[src/rtl/mem_arbiter.sv]
// mem_arbiter: serialises IF/MEM word/half/byte requests onto one byte RAM port.
// Define MEM_ARB_RR_EN for round-robin on ties; default is fixed MEM-over-IF.
module mem_arbiter #(
   parameter int ADDR_W = 32,
   parameter int DATA_W = 32
) (
   input  logic              clk,
   input  logic              rst,
   input  logic              if_req,
   input  logic [ADDR_W-1:0] if_addr,
   output logic [DATA_W-1:0] if_rdata,
   output logic              if_done,
   input  logic              mem_req,
   input  logic              mem_we,
   input  logic [1:0]        mem_len,
   input  logic [ADDR_W-1:0] mem_addr,
   input  logic [DATA_W-1:0] mem_wdata,
   output logic [DATA_W-1:0] mem_rdata,
   output logic              mem_done,
   output logic [ADDR_W-1:0] ram_addr,
   output logic [7:0]        ram_dout,
   output logic              ram_wr,
   input  logic [7:0]        ram_din,
   output logic              stall_req_if,
   output logic              stall_req_mem
);

   typedef enum logic [1:0] {IDLE, READ, WRITE} state_t;

   state_t            state_q, state_d;
   logic              owner_q;
   logic [1:0]        cnt_q;
   logic [1:0]        last_q;
   logic [1:0]        pidx_q;
   logic              pend_q;
   logic              iss_q;
   logic [ADDR_W-1:0] base_q;
   logic [DATA_W-1:0] wdata_q;
   logic [DATA_W-1:0] buf_q;

   logic              idle_ok;
   logic              gnt_if;
   logic              gnt_mem;
   logic              gnt;
   logic [ADDR_W-1:0] g_addr;
   logic [1:0]        g_last;
   logic              g_we;
   logic [1:0]        len_last;
   logic [1:0]        cnt_inc;
   logic [ADDR_W-1:0] addr_inc;
   logic [DATA_W-1:0] merged;
   logic              rd_last;
   logic              wr_last;

`ifdef MEM_ARB_RR_EN
   logic              last_mem_q;
`endif

   assign stall_req_if  = if_req & ~if_done;
   assign stall_req_mem = mem_req & ~mem_done;

   always_comb begin
      len_last = 2'd3;
      unique case (mem_len)
         2'b00:   len_last = 2'd0;
         2'b01:   len_last = 2'd1;
         default: len_last = 2'd3;
      endcase
   end

   // the done cycle is a dead cycle so a requester can drop req
   always_comb begin
      gnt_if  = 1'b0;
      gnt_mem = 1'b0;
      idle_ok = (state_q == IDLE) & ~(if_done | mem_done);
      if (idle_ok) begin
`ifdef MEM_ARB_RR_EN
         if (mem_req & if_req) begin
            gnt_mem = ~last_mem_q;
            gnt_if  = last_mem_q;
         end else begin
            gnt_mem = mem_req;
            gnt_if  = if_req;
         end
`else
         gnt_mem = mem_req;
         gnt_if  = if_req & ~mem_req;
`endif
      end
      gnt = gnt_if | gnt_mem;
   end

   always_comb begin
      g_addr = gnt_mem ? mem_addr : if_addr;
      g_last = gnt_mem ? len_last : 2'd3;
      g_we   = gnt_mem & mem_we;
   end

   always_comb begin
      cnt_inc  = cnt_q + 2'd1;
      addr_inc = base_q + ADDR_W'(cnt_inc);
      merged   = buf_q | (DATA_W'(ram_din) << {pidx_q, 3'b000});
      rd_last  = pend_q & (pidx_q == last_q);
      wr_last  = (cnt_q == last_q);
   end

   always_comb begin
      state_d = state_q;
      unique case (state_q)
         IDLE: begin
            if (gnt)
               state_d = g_we ? WRITE : READ;
         end
         READ: begin
            if (rd_last)
               state_d = IDLE;
         end
         WRITE: begin
            if (wr_last)
               state_d = IDLE;
         end
         default: state_d = IDLE;
      endcase
   end

   always_ff @(posedge clk or negedge rst) begin
      if (!rst)
         state_q <= IDLE;
      else
         state_q <= state_d;
   end

`ifdef MEM_ARB_RR_EN
   always_ff @(posedge clk or negedge rst) begin
      if (!rst)
         last_mem_q <= 1'b1;
      else if (gnt)
         last_mem_q <= gnt_mem;
   end
`endif

   always_ff @(posedge clk or negedge rst) begin
      if (!rst) begin
         owner_q   <= 1'b1;
         cnt_q     <= '0;
         last_q    <= '0;
         pidx_q    <= '0;
         pend_q    <= 1'b0;
         iss_q     <= 1'b0;
         base_q    <= '0;
         wdata_q   <= '0;
         buf_q     <= '0;
         ram_addr  <= '0;
         ram_dout  <= '0;
         ram_wr    <= 1'b0;
         if_done   <= 1'b0;
         mem_done  <= 1'b0;
         if_rdata  <= '0;
         mem_rdata <= '0;
      end else begin
         if_done  <= 1'b0;
         mem_done <= 1'b0;
         unique case (state_q)
            IDLE: begin
               if (gnt) begin
                  owner_q  <= gnt_mem;
                  base_q   <= g_addr;
                  last_q   <= g_last;
                  wdata_q  <= mem_wdata;
                  cnt_q    <= '0;
                  pend_q   <= 1'b0;
                  iss_q    <= 1'b0;
                  buf_q    <= '0;
                  ram_addr <= g_addr;
                  if (g_we) begin
                     ram_dout <= mem_wdata[7:0];
                     ram_wr   <= 1'b1;
                  end
               end
            end
            READ: begin
               // pend marks that ram_din now carries byte pidx
               if (!iss_q) begin
                  pend_q <= 1'b1;
                  pidx_q <= cnt_q;
                  if (cnt_q == last_q) begin
                     iss_q <= 1'b1;
                  end else begin
                     cnt_q    <= cnt_inc;
                     ram_addr <= addr_inc;
                  end
               end else begin
                  pend_q <= 1'b0;
               end
               if (pend_q)
                  buf_q <= merged;
               if (rd_last) begin
                  if (owner_q) begin
                     mem_done  <= 1'b1;
                     mem_rdata <= merged;
                  end else begin
                     if_done  <= 1'b1;
                     if_rdata <= merged;
                  end
               end
            end
            WRITE: begin
               if (wr_last) begin
                  ram_wr <= 1'b0;
                  if (owner_q)
                     mem_done <= 1'b1;
                  else
                     if_done <= 1'b1;
               end else begin
                  cnt_q    <= cnt_inc;
                  ram_addr <= addr_inc;
                  ram_dout <= wdata_q[{cnt_inc, 3'b000} +: 8];
               end
            end
            default: ;
         endcase
      end
   end

endmodule

[config.mk]
export PLATFORM = sky130hd
export DESIGN_NAME = mem_arbiter
export DESIGN_NICKNAME = d
export VERILOG_FILES = /design/src/rtl/mem_arbiter.sv
export SDC_FILE = /design/constraint.sdc
export NUM_CORES = 1
export LEC_CHECK = 0
export BUFFER_PORTS_ARGS = -buffer_cell sky130_fd_sc_hd__buf_2
export CORE_ASPECT_RATIO = 0.6
export CORE_MARGIN = 2
export CORE_UTILIZATION = 34
export DETAILED_ROUTE_END_ITERATION = 10
export SYNTH_ARGS = -nofsm -noshare
export SYNTH_HDL_FRONTEND = slang
export SYNTH_SLANG_ARGS = --single-unit
export TNS_END_PERCENT = 5
[constraint.sdc]
create_clock -name clk -period 3.8 [get_ports clk]
set_clock_uncertainty 0.05 [all_clocks]
set_input_delay 0.19 -clock clk [delete_from_list [all_inputs] [get_ports clk]]
set_output_delay 0.19 -clock clk [all_outputs]
set_load 0.01 [all_outputs]
# ---- Word-level counts from Yosys, hierarchy flattened
# Index checks and enable logic that the tools add are counted.
dict set report word_totals {
  reg_bits 214
  output_inout_bits 109
  wordCells 106
}
dict set report classes {
  addsub 2
  n_eq_ne 12
  shift 2
  mux 43
  bitwise_logic 15
  n_reduce_logical 15
}
# cell n
set ops {}
lappend ops {{32-bit two-way mux} 6}
lappend ops {{32-bit one-hot mux with 3 select lines} 1}
lappend ops {{32-bit one-hot mux with 2 select lines} 1}
lappend ops {{32-bit by 2-bit adder with 32-bit output} 1}
lappend ops {{32-bit OR} 1}
lappend ops {{32-bit by 6-bit indexed part select with 8-bit output} 1}
lappend ops {{8-bit by 5-bit << shifter with 32-bit output} 1}
lappend ops {{8-bit two-way mux} 3}
lappend ops {{2-bit two-way mux} 8}
lappend ops {{8-bit one-hot mux with 2 select lines} 1}
lappend ops {{1-bit two-way mux} 15}
lappend ops {{3-bit AND reduction} 5}
lappend ops {{2-bit != test (second input constant)} 7}
lappend ops {{2-bit one-hot mux with 3 select lines} 2}
lappend ops {{1-bit one-hot mux with 2 select lines} 5}
lappend ops {{4-bit AND reduction} 2}
lappend ops {{1-bit bitwise AND} 6}
lappend ops {{1-bit inverter} 6}
lappend ops {{2-bit AND reduction} 3}
lappend ops {{2-bit by 1-bit equality test with 1-bit output (second input constant)} 2}
lappend ops {{2-bit equality test} 2}
lappend ops {{2-bit zero test} 2}
lappend ops {{2-bit one-hot mux with 2 select lines} 1}
lappend ops {{2-bit nonzero test} 2}
lappend ops {{4 further kinds} 5}

# ---- Longest topological paths before layout
# Gate-level depths: netlist (run 1).
dict set report depth {
  word_depth 8
  depth_mapped 10
  depth_no_buf 8
}

# ---- Worst setup path before layout (run 1)
# OpenSTA, ideal clock, no wires.
dict set report synth_path {
  kind {reg2reg}
  start {register cnt_q[0]}
  end {register ram_addr[30]}
  setup_ps 122
  t_arrival_ps 2500
  slack_ps 1128
  stages_incl_launch_ff 11
  synth_period_minus_slack_ps 2672
  cell_sequence {dfrtp_1 > buf_1 > inv_1 > ha_1 > fa_1 > clkbuf_1 > and4_1 > buf_2 > nand3_1 > mux2_1 > a32o_1}
}
dict set report synth_between {
  elab_chain_len 5
}
# element line
set synth_rtl {}
lappend synth_rtl {{start: declaration} 32} ;# logic [1:0] cnt_q;
lappend synth_rtl {{start signal: assignment} 189} ;# cnt_q <= cnt_inc;
lappend synth_rtl {{start signal: assignment} 215} ;# cnt_q <= cnt_inc;
lappend synth_rtl {{2-bit by 1-bit adder with 2-bit output} 100} ;# cnt_inc = cnt_q + 2'd1;
lappend synth_rtl {{32-bit by 2-bit adder with 32-bit output} 101} ;# addr_inc = base_q + ADDR_W'(cnt_inc);
lappend synth_rtl {{32-bit two-way mux *} {186, 208}}
lappend synth_rtl {{32-bit two-way mux} 183} ;# if (!iss_q) begin
lappend synth_rtl {{32-bit one-hot mux with 3 select lines *} 163} ;# unique case (state_q)
lappend synth_rtl {{end signal: assignment} 174} ;# ram_addr <= g_addr;
lappend synth_rtl {{end signal: assignment} 190} ;# ram_addr <= addr_inc;
lappend synth_rtl {{end signal: assignment} 216} ;# ram_addr <= addr_inc;
lappend synth_rtl {{end: declaration} 20} ;# output logic [ADDR_W-1:0] ram_addr,
# Mark *: on every way between the ends. The rest lies on a longest branch, timed or not. The select of a mux whose other input is x is not followed.
# A chain may end at the register's enable or synchronous reset.

# ---- Final worst setup path (run 1)
dict set report layout_path {
  start {register state_q[0]}
  end {register base_q[29]}
}
dict set report layout_between {
  elab_chain_len 5
}
# element line
set layout_rtl {}
lappend layout_rtl {{start: declaration} 30} ;# state_t state_q, state_d;
lappend layout_rtl {{start signal: assignment} 130} ;# state_q <= state_d;
lappend layout_rtl {{2-bit zero test *} {75, 163}}
lappend layout_rtl {{1-bit bitwise AND} 75} ;# idle_ok = (state_q == IDLE) & ~(if_done | mem_done);
lappend layout_rtl {{1-bit two-way mux} 76} ;# if (idle_ok) begin
lappend layout_rtl {{1-bit OR} 90} ;# gnt = gnt_if | gnt_mem;
lappend layout_rtl {{2-bit AND reduction (no source line)} n/a}
lappend layout_rtl {{end signal: assignment} 167} ;# base_q <= g_addr;
lappend layout_rtl {{end: declaration} 37} ;# logic [ADDR_W-1:0] base_q;
# Mark *: on every way between the ends. The rest lies on a longest branch, timed or not.

==> flow_metrics.env, run 1 <==
export IMPL_die_w_um=223
export IMPL_path_cells="inv_1 -> ha_1 -> nor4bb_4 -> buf_4 -> mux2_1 -> dlygate4sd3_1 -> nor2_1 -> nor2_1"
export IMPL_grt_setup_unrepaired="false"
export IMPL_cts_max_level=1
export IMPL_wl_um=29100
export IMPL_hpwl_um=19800
export IMPL_whs_ns=-0.00547
export IMPL_synth_distinct_cells=61
export IMPL_setup_viol=0
export IMPL_ant_nets=0
export IMPL_post_cts_buffers=0
export IMPL_max_freq_mhz=326
export IMPL_crit_top_cell="nor2_1"
export IMPL_synth_seq_area_share_pct=54.9
export IMPL_tightest_slew_ns=1.12
export IMPL_drive_gt1_share_pct=26.4
export IMPL_path_buf_inv=3
export IMPL_hold_class="input port to flop"
export IMPL_routedWlPerCell_um=17.9
export IMPL_synth_edff_count=0
export IMPL_synth_avg_cell_area_um2=10.3
export IMPL_cts_buffer_depth=3
export IMPL_synthCells=951
export IMPL_cts_resized=0
export IMPL_grt_pass1_wl_um=45500
export IMPL_grt_max_degree=114
export IMPL_clock_latency_ns=0.51
export IMPL_powerDensity_nw_per_um2=869
export IMPL_layout_common_cells="218 x buf_2, 213 x dfrtp_1, 182 x a21oi_1, 162 x nor2_1, 103 x dlygate4sd3_1"
export IMPL_synth_cell_area_um2=9760
export IMPL_cp_start_kind="flop"
export IMPL_slew_viol_final=0
export IMPL_period_share_pct=80.8
export IMPL_leakagePower_nw=5.63
export IMPL_path_max_fanout=33
export IMPL_hold_path_cell_count=3
export IMPL_cts_buffers=22
export IMPL_overflow=0
export IMPL_rr_worst_depth=8
export IMPL_portBuffers=219
export IMPL_syn2layout_area_growth_pct=33.2
export IMPL_nNetsFinal=1365
export IMPL_grtUsageTotal_pct=19.2
export IMPL_cts_tree="done"
export IMPL_antenna_found_initial=1
export IMPL_final_common_cell="buf_2"
export IMPL_vias_per_cell=5.07
export IMPL_violations="negative hold slack"
export IMPL_synth_seq_cells=214
export IMPL_max_slew_margin_pct=25.4
export IMPL_synth_fp_nets=1069
export IMPL_cp_arrival_ns=3.43
export IMPL_hold_viol=1
export IMPL_end_kind="flop"
export IMPL_drt_iter0_markers=558
export IMPL_clkSlewWorstSetupHoldPaths_ns=0.06
export IMPL_crit_required_ns=4.16
export IMPL_outcome="finished with violations"
export IMPL_cts_sinks=214
export IMPL_start_util_pct=35.0
export IMPL_boundaryPins=220
export IMPL_coreArea_um2=27900
export IMPL_maxCapViolCount=0
export IMPL_min_period_ns=3.07
export IMPL_first_pass_iters=5
export IMPL_cts_root_buf="clkbuf_16"
export IMPL_gp_congestion=0.829
export IMPL_crit_slowest_cell="dlygate4sd3_1"
export IMPL_ys_warn_count=0
export IMPL_row_count=47
export IMPL_synthArstFlopShare_pct=100
export IMPL_drcViolationCount=0
export IMPL_die_h_um=135
export IMPL_crit_cells=8
export IMPL_dieArea_um2=30100
export IMPL_crit_type="flop to flop"
export IMPL_max_stage_delay_ns=0.58
export IMPL_synth_ff_type="dfrtp_1"
export IMPL_grt_pass1_vias=7928
export IMPL_ir_drop_v=0.000392
export IMPL_cp_top_family="buffers and inverters"
export IMPL_fin_tns_setup_ns=0
export IMPL_dr_total_vias=8251
-- what timing repair did --
item,CTS,global route
hold endpoints to repair,199,0
endpoints found under the setup margin,0,0
hold buffers,103,0
-- worst paths after layout --
path | startpoint | end | slack, ns
max | state_q[0] | base_q[29] | 0.73
min | mem_addr[0] | base_q[0] | -0.005
min in group asynchronous | rst | wdata_q[14] | 0.27
max reg2reg | state_q[0] | base_q[29] | 0.73
max in group asynchronous | rst | owner_q | 2.48
min reg2reg | ram_addr[4] | ram_addr[4] | 0.44
-- sequential cells by signal (all words and copies together) (netlist names) --
| signal | count |
|---|---|
| last_q | 2 |
| owner_q | 1 |
| cnt_q | 2 |
| state_q | 2 |
| if_done | 1 |
| pend_q | 1 |
| pidx_q | 2 |
| buf_q | 32 |
| iss_q | 1 |
| ram_addr | 32 |
| wdata_q | 32 |
| if_rdata | 32 |
| base_q | 32 |
| ram_dout | 8 |
| ram_wr | 1 |
| mem_rdata | 32 |
| mem_done | 1 |
-- through the flow --
stage	setup slack (ns)	std cells	area [um^2]	util [%]	power, W
final	0.729	1628	13000	46.7	0.0113
after global routing	0.559	1628	13000	46.7	0.0122
after CTS	0.753	1627	13000	46.6	0.0114
after detailed placement	0.928	1487	11200	40.3	0.00891
after global placement	0.984	1487	11200	40.3	0.00881
after floorplan	1.13	951	9760	-	0.00719
-- synthesized netlist by cell type (all sizes together) (2+ instances only) --
library cell / instances / share of area [%]
buf: 26 / 1.2
mux2i: 43 / 4.4
nand2b: 4 / 0.26
a2bb2oi: 2 / 0.18
nor2: 163 / 6.3
dfrtp: 213 / 55
clkbuf: 40 / 1.5
nor2b: 4 / 0.26
o31ai: 6 / 0.46
mux4: 8 / 1.8
o21ai: 24 / 1.2
and2: 3 / 0.19
nor4: 5 / 0.51
a31oi: 2 / 0.13
nor3: 7 / 0.51
nand2: 48 / 1.8
or3: 4 / 0.26
xnor2: 9 / 0.81
a41oi: 2 / 0.18
o22ai: 4 / 0.26
o211ai: 2 / 0.15
a21o: 3 / 0.23
ha: 6 / 0.77
inv: 10 / 0.38
a221o: 3 / 0.31
a22o: 4 / 0.36
or2: 2 / 0.13
or4: 6 / 0.50
a32o: 2 / 0.21
a21oi: 182 / 9.3
nand3: 20 / 1.1
nor3b: 3 / 0.38
and4: 3 / 0.27
a211oi: 3 / 0.28
mux2: 43 / 5.0
and3: 5 / 0.32
nand4: 11 / 0.71
o31a: 2 / 0.18
xor2: 13 / 1.2
-- cells by family after synthesis --
group | synth area share, %
xor gates and xnor gates | 1.97
adders and majority gates | 0.974
AOI/OAI and AO/OA | 14.2
and+or+nand+nor | 13.6
buffers and inverters | 3.17
DFF | 54.9
muxes | 11.2
-- metal layers --
metal  routed length [um]  up-vias  global-route usage, %
li1                     -     3942                      -
met1                15100     4053                   30.7
met2                11900      224                   26.8
met3                 1680       32                   3.95
met4                  467        0                   3.32
met5                    0        -                      0
-- cell type report --
| type | count | area [um^2] |
|---|---|---|
| repair buffers | 338 | 2280 |
| clock inverters | 5 | 77.6 |
| diodes | 1 | 2.50 |
| inverters | 10 | 37.5 |
| clock buffers | 32 | 659 |
| multi-input cells | 661 | 4130 |
| flip-flops and latches | 214 | 5360 |
| fillers | 2625 | 14900 |
| well taps | 367 | 459 |
-- worst min-delay path, stage by stage --
cell	delay (ns)
buf_2	0.08
mux2i_1	0.09
a21oi_1	0.15
-- power by group --
part	switching [W]	total (W)	internal [W]
logic	0.00281	0.00497	0.00215
clock network	0.000916	0.00225	0.00133
registers	0.000781	0.00409	0.00331
No activity file was read; power rests on OpenSTA's default activity.
==> run 2, diff against run 1 <==
ABC_AREA = 1   (was default)
clock period = 2.5 ns   (was 3.8 ns; I/O delays follow)
==> run 2 against run 1 <==
Compared with the run above:
- count of clock-buffer cells in the layout is the same
- sequential share of layout area down 3.1 points
- critical path depth up 4
- synthesized cell count up 52%
- the flow now finishes without violations
==> flow_metrics.env, run 2 <==
export IMPL_portBuffers=219
export IMPL_setup_viol=0
export IMPL_synth_seq_cells=214
export IMPL_grt_pass1_vias=10200
export IMPL_end_kind="flop"
export IMPL_tightest_slew_ns=0.708
export IMPL_row_count=50
export IMPL_cp_arrival_ns=2.75
export IMPL_coreArea_um2=31200
export IMPL_synth_edff_count=0
export IMPL_leakagePower_nw=6.91
export IMPL_drive_gt1_share_pct=17.4
export IMPL_hold_class="input port to flop"
export IMPL_synth_cell_area_um2=10800
export IMPL_synth_top_area_share_pct=49.5
export IMPL_routedWlPerCell_um=16.0
export IMPL_boundaryPins=220
export IMPL_min_period_ns=2.39
export IMPL_drcViolationCount=0
export IMPL_synth_top_cell_by_area="dfrtp_1"
export IMPL_cts_sinks=214
export IMPL_synth_ff_type="dfrtp_1"
export IMPL_post_cts_buffers=0
export IMPL_period_share_pct=95.4
export IMPL_synth_area_leaders="dfrtp_1 49%, nand2_1 20%, o21ai_0 6.6%"
export IMPL_synthArstFlopShare_pct=100
export IMPL_clock_latency_ns=0.53
export IMPL_path_cells="nand2_1 -> clkinv_1 -> nor2_2 -> fa_1 -> nand3_2 -> inv_1 -> nand2_1 -> nor2_1 -> xor2_1 -> nand2_1 -> nand2_1 -> nand2_1"
export IMPL_antenna_found_initial=0
export IMPL_synthCells=1447
export IMPL_hold_viol=0
export IMPL_slew_viol_final=0
export IMPL_crit_top_cell="nand2_1"
export IMPL_max_stage_delay_ns=0.43
export IMPL_wl_um=34700
export IMPL_rr_worst_depth=12
export IMPL_cp_start_kind="flop"
export IMPL_final_common_cell="nand2_1"
export IMPL_crit_required_ns=2.86
export IMPL_placed_area_um2=12300
export IMPL_final_cell_area_um2=14000
export IMPL_hpwl_um=24200
export IMPL_ant_nets=0
export IMPL_die_h_um=142
export IMPL_cts_max_level=1
export IMPL_ir_drop_v=0.000638
export IMPL_synth_avg_cell_area_um2=7.44
export IMPL_dieArea_um2=33200
export IMPL_ys_top_cells_by_count="575 x nand2_1, 213 x dfrtp_1, 142 x o21ai_0"
export IMPL_grt_max_degree=101
export IMPL_grt_setup_unrepaired="true"
export IMPL_first_pass_iters=5
export IMPL_outcome="finished, final reports clean"
export IMPL_pre_cts_slack_ns=0.146
export IMPL_grtUsageTotal_pct=21.1
export IMPL_n_antenna_cell=0
export IMPL_maxCapViolCount=0
export IMPL_crit_type="flop to flop"
export IMPL_max_slew_margin_pct=52.3
export IMPL_rrSetupSlack_ns=0.11
export IMPL_syn2layout_area_growth_pct=30.4
export IMPL_path_max_fanout=5
export IMPL_setup_ws_ns=0.115
export IMPL_nNetsFinal=1856
export IMPL_die_w_um=234
export IMPL_clkSlewWorstSetupHoldPaths_ns=0.06
export IMPL_cts_buffer_depth=3
export IMPL_dr_total_vias=10500
export IMPL_overflow=0
export IMPL_synth_distinct_cells=34
export IMPL_drt_iter0_markers=933
export IMPL_synth_fp_nets=1565
export IMPL_whs_ns=0.0169
export IMPL_crit_slowest_cell="dfrtp_1"
export IMPL_utilization_pct=45.1
export IMPL_synth_seq_area_share_pct=49.7
export IMPL_cts_root_buf="clkbuf_16"
export IMPL_cts_tree="done"
export IMPL_start_util_pct=34.6
export IMPL_finalPower_w=0.0188
export IMPL_layout_common_cells="574 x nand2_1, 218 x buf_2, 213 x dfrtp_1, 139 x o21ai_0, 106 x inv_1"
export IMPL_max_freq_mhz=419
export IMPL_grt_pass1_wl_um=55500
export IMPL_hold_path_cell_count=4
export IMPL_powerDensity_nw_per_um2=1340
export IMPL_ys_warn_count=0
export IMPL_synth_most_common_cell="nand2_1"
export IMPL_gp_congestion=0.934
export IMPL_vias_per_cell=4.85
export IMPL_cts_buffers=23
run 2: per-layer routing:
metal | wire, um | part of all wire, % | vias to the layer above | track usage, %
li1 | - | - | 5212 | -
met1 | 17300 | 50 | 4946 | 31.8
met2 | 14400 | 41 | 303 | 30.5
met3 | 2150 | 6.2 | 61 | 4.24
met4 | 959 | 2.8 | 0 | 6.20
met5 | 0 | 0 | - | 0
run 2: stage by stage:
stage / setup TNS [ns] / instances
4_1_cts: 0 / 2170
6_report: 0 / 2170
5_1_grt: -0.0829 / 2170
3_3_place_gp: 0 / 2033
2_1_floorplan: 0 / 1447
3_5_place_dp: 0 / 2033
run 2: kinds of logic (layout without fill, tap and decap cells):
| group | Yosys count | in the layout | share of synthesized area, % |
|---|---|---|---|
| xor gates and xnor gates | 7 | 7 | 0.569 |
| buffers and inverters | 193 | 500 | 7.68 |
| AOI/OAI and AO/OA | 171 | 171 | 8.12 |
| DFF | 214 | 214 | 49.7 |
| adders and majority gates | 7 | 7 | 0.883 |
| and+or+nand+nor | 855 | 855 | 33.0 |
run 2: final timing paths:
check	from	endpoint
max	cnt_q[0]	ram_addr[10]
min	mem_addr[6]	base_q[6]
max reg2reg	cnt_q[0]	ram_addr[10]
min reg2reg	if_rdata[4]	if_rdata[4]
max in group asynchronous	rst	buf_q[21]
min in group asynchronous	rst	ram_dout[7]
run 2: layout make-up:
class,count,area (um^2)
Clock buffer,32,639
Sequential cell,214,5360
Fill cell,3094,17100
Multi-Input combinational cell,1040,4600
Tap cell,416,520
Inverter,114,430
Timing Repair Buffer,345,2390
Clock inverter,9,111
run 2: power breakdown:
part           switching [W]  leakage [nW]  internal (W)
Combinational        0.00615          4.02       0.00305
Sequential           0.00106          2.53       0.00509
Clock                0.00149         0.361       0.00200
run 2: critical path: cells and delay by family (launching register included):
kind / cells / cell delay (ns)
and+or+nand+nor: 8 / 1.13
DFF: 1 / 0.43
adders and majority gates: 1 / 0.29
buffers and inverters: 2 / 0.19
xor gates and xnor gates: 1 / 0.18
run 2: timing repair:
| action | CTS | global route |
|---|---|---|
| endpoints found under the setup margin | 0 | 32 |
| endpoints found under the hold margin | 162 | 0 |
| resized for setup | 0 | 7 |
| hold buffers | 96 | 0 |
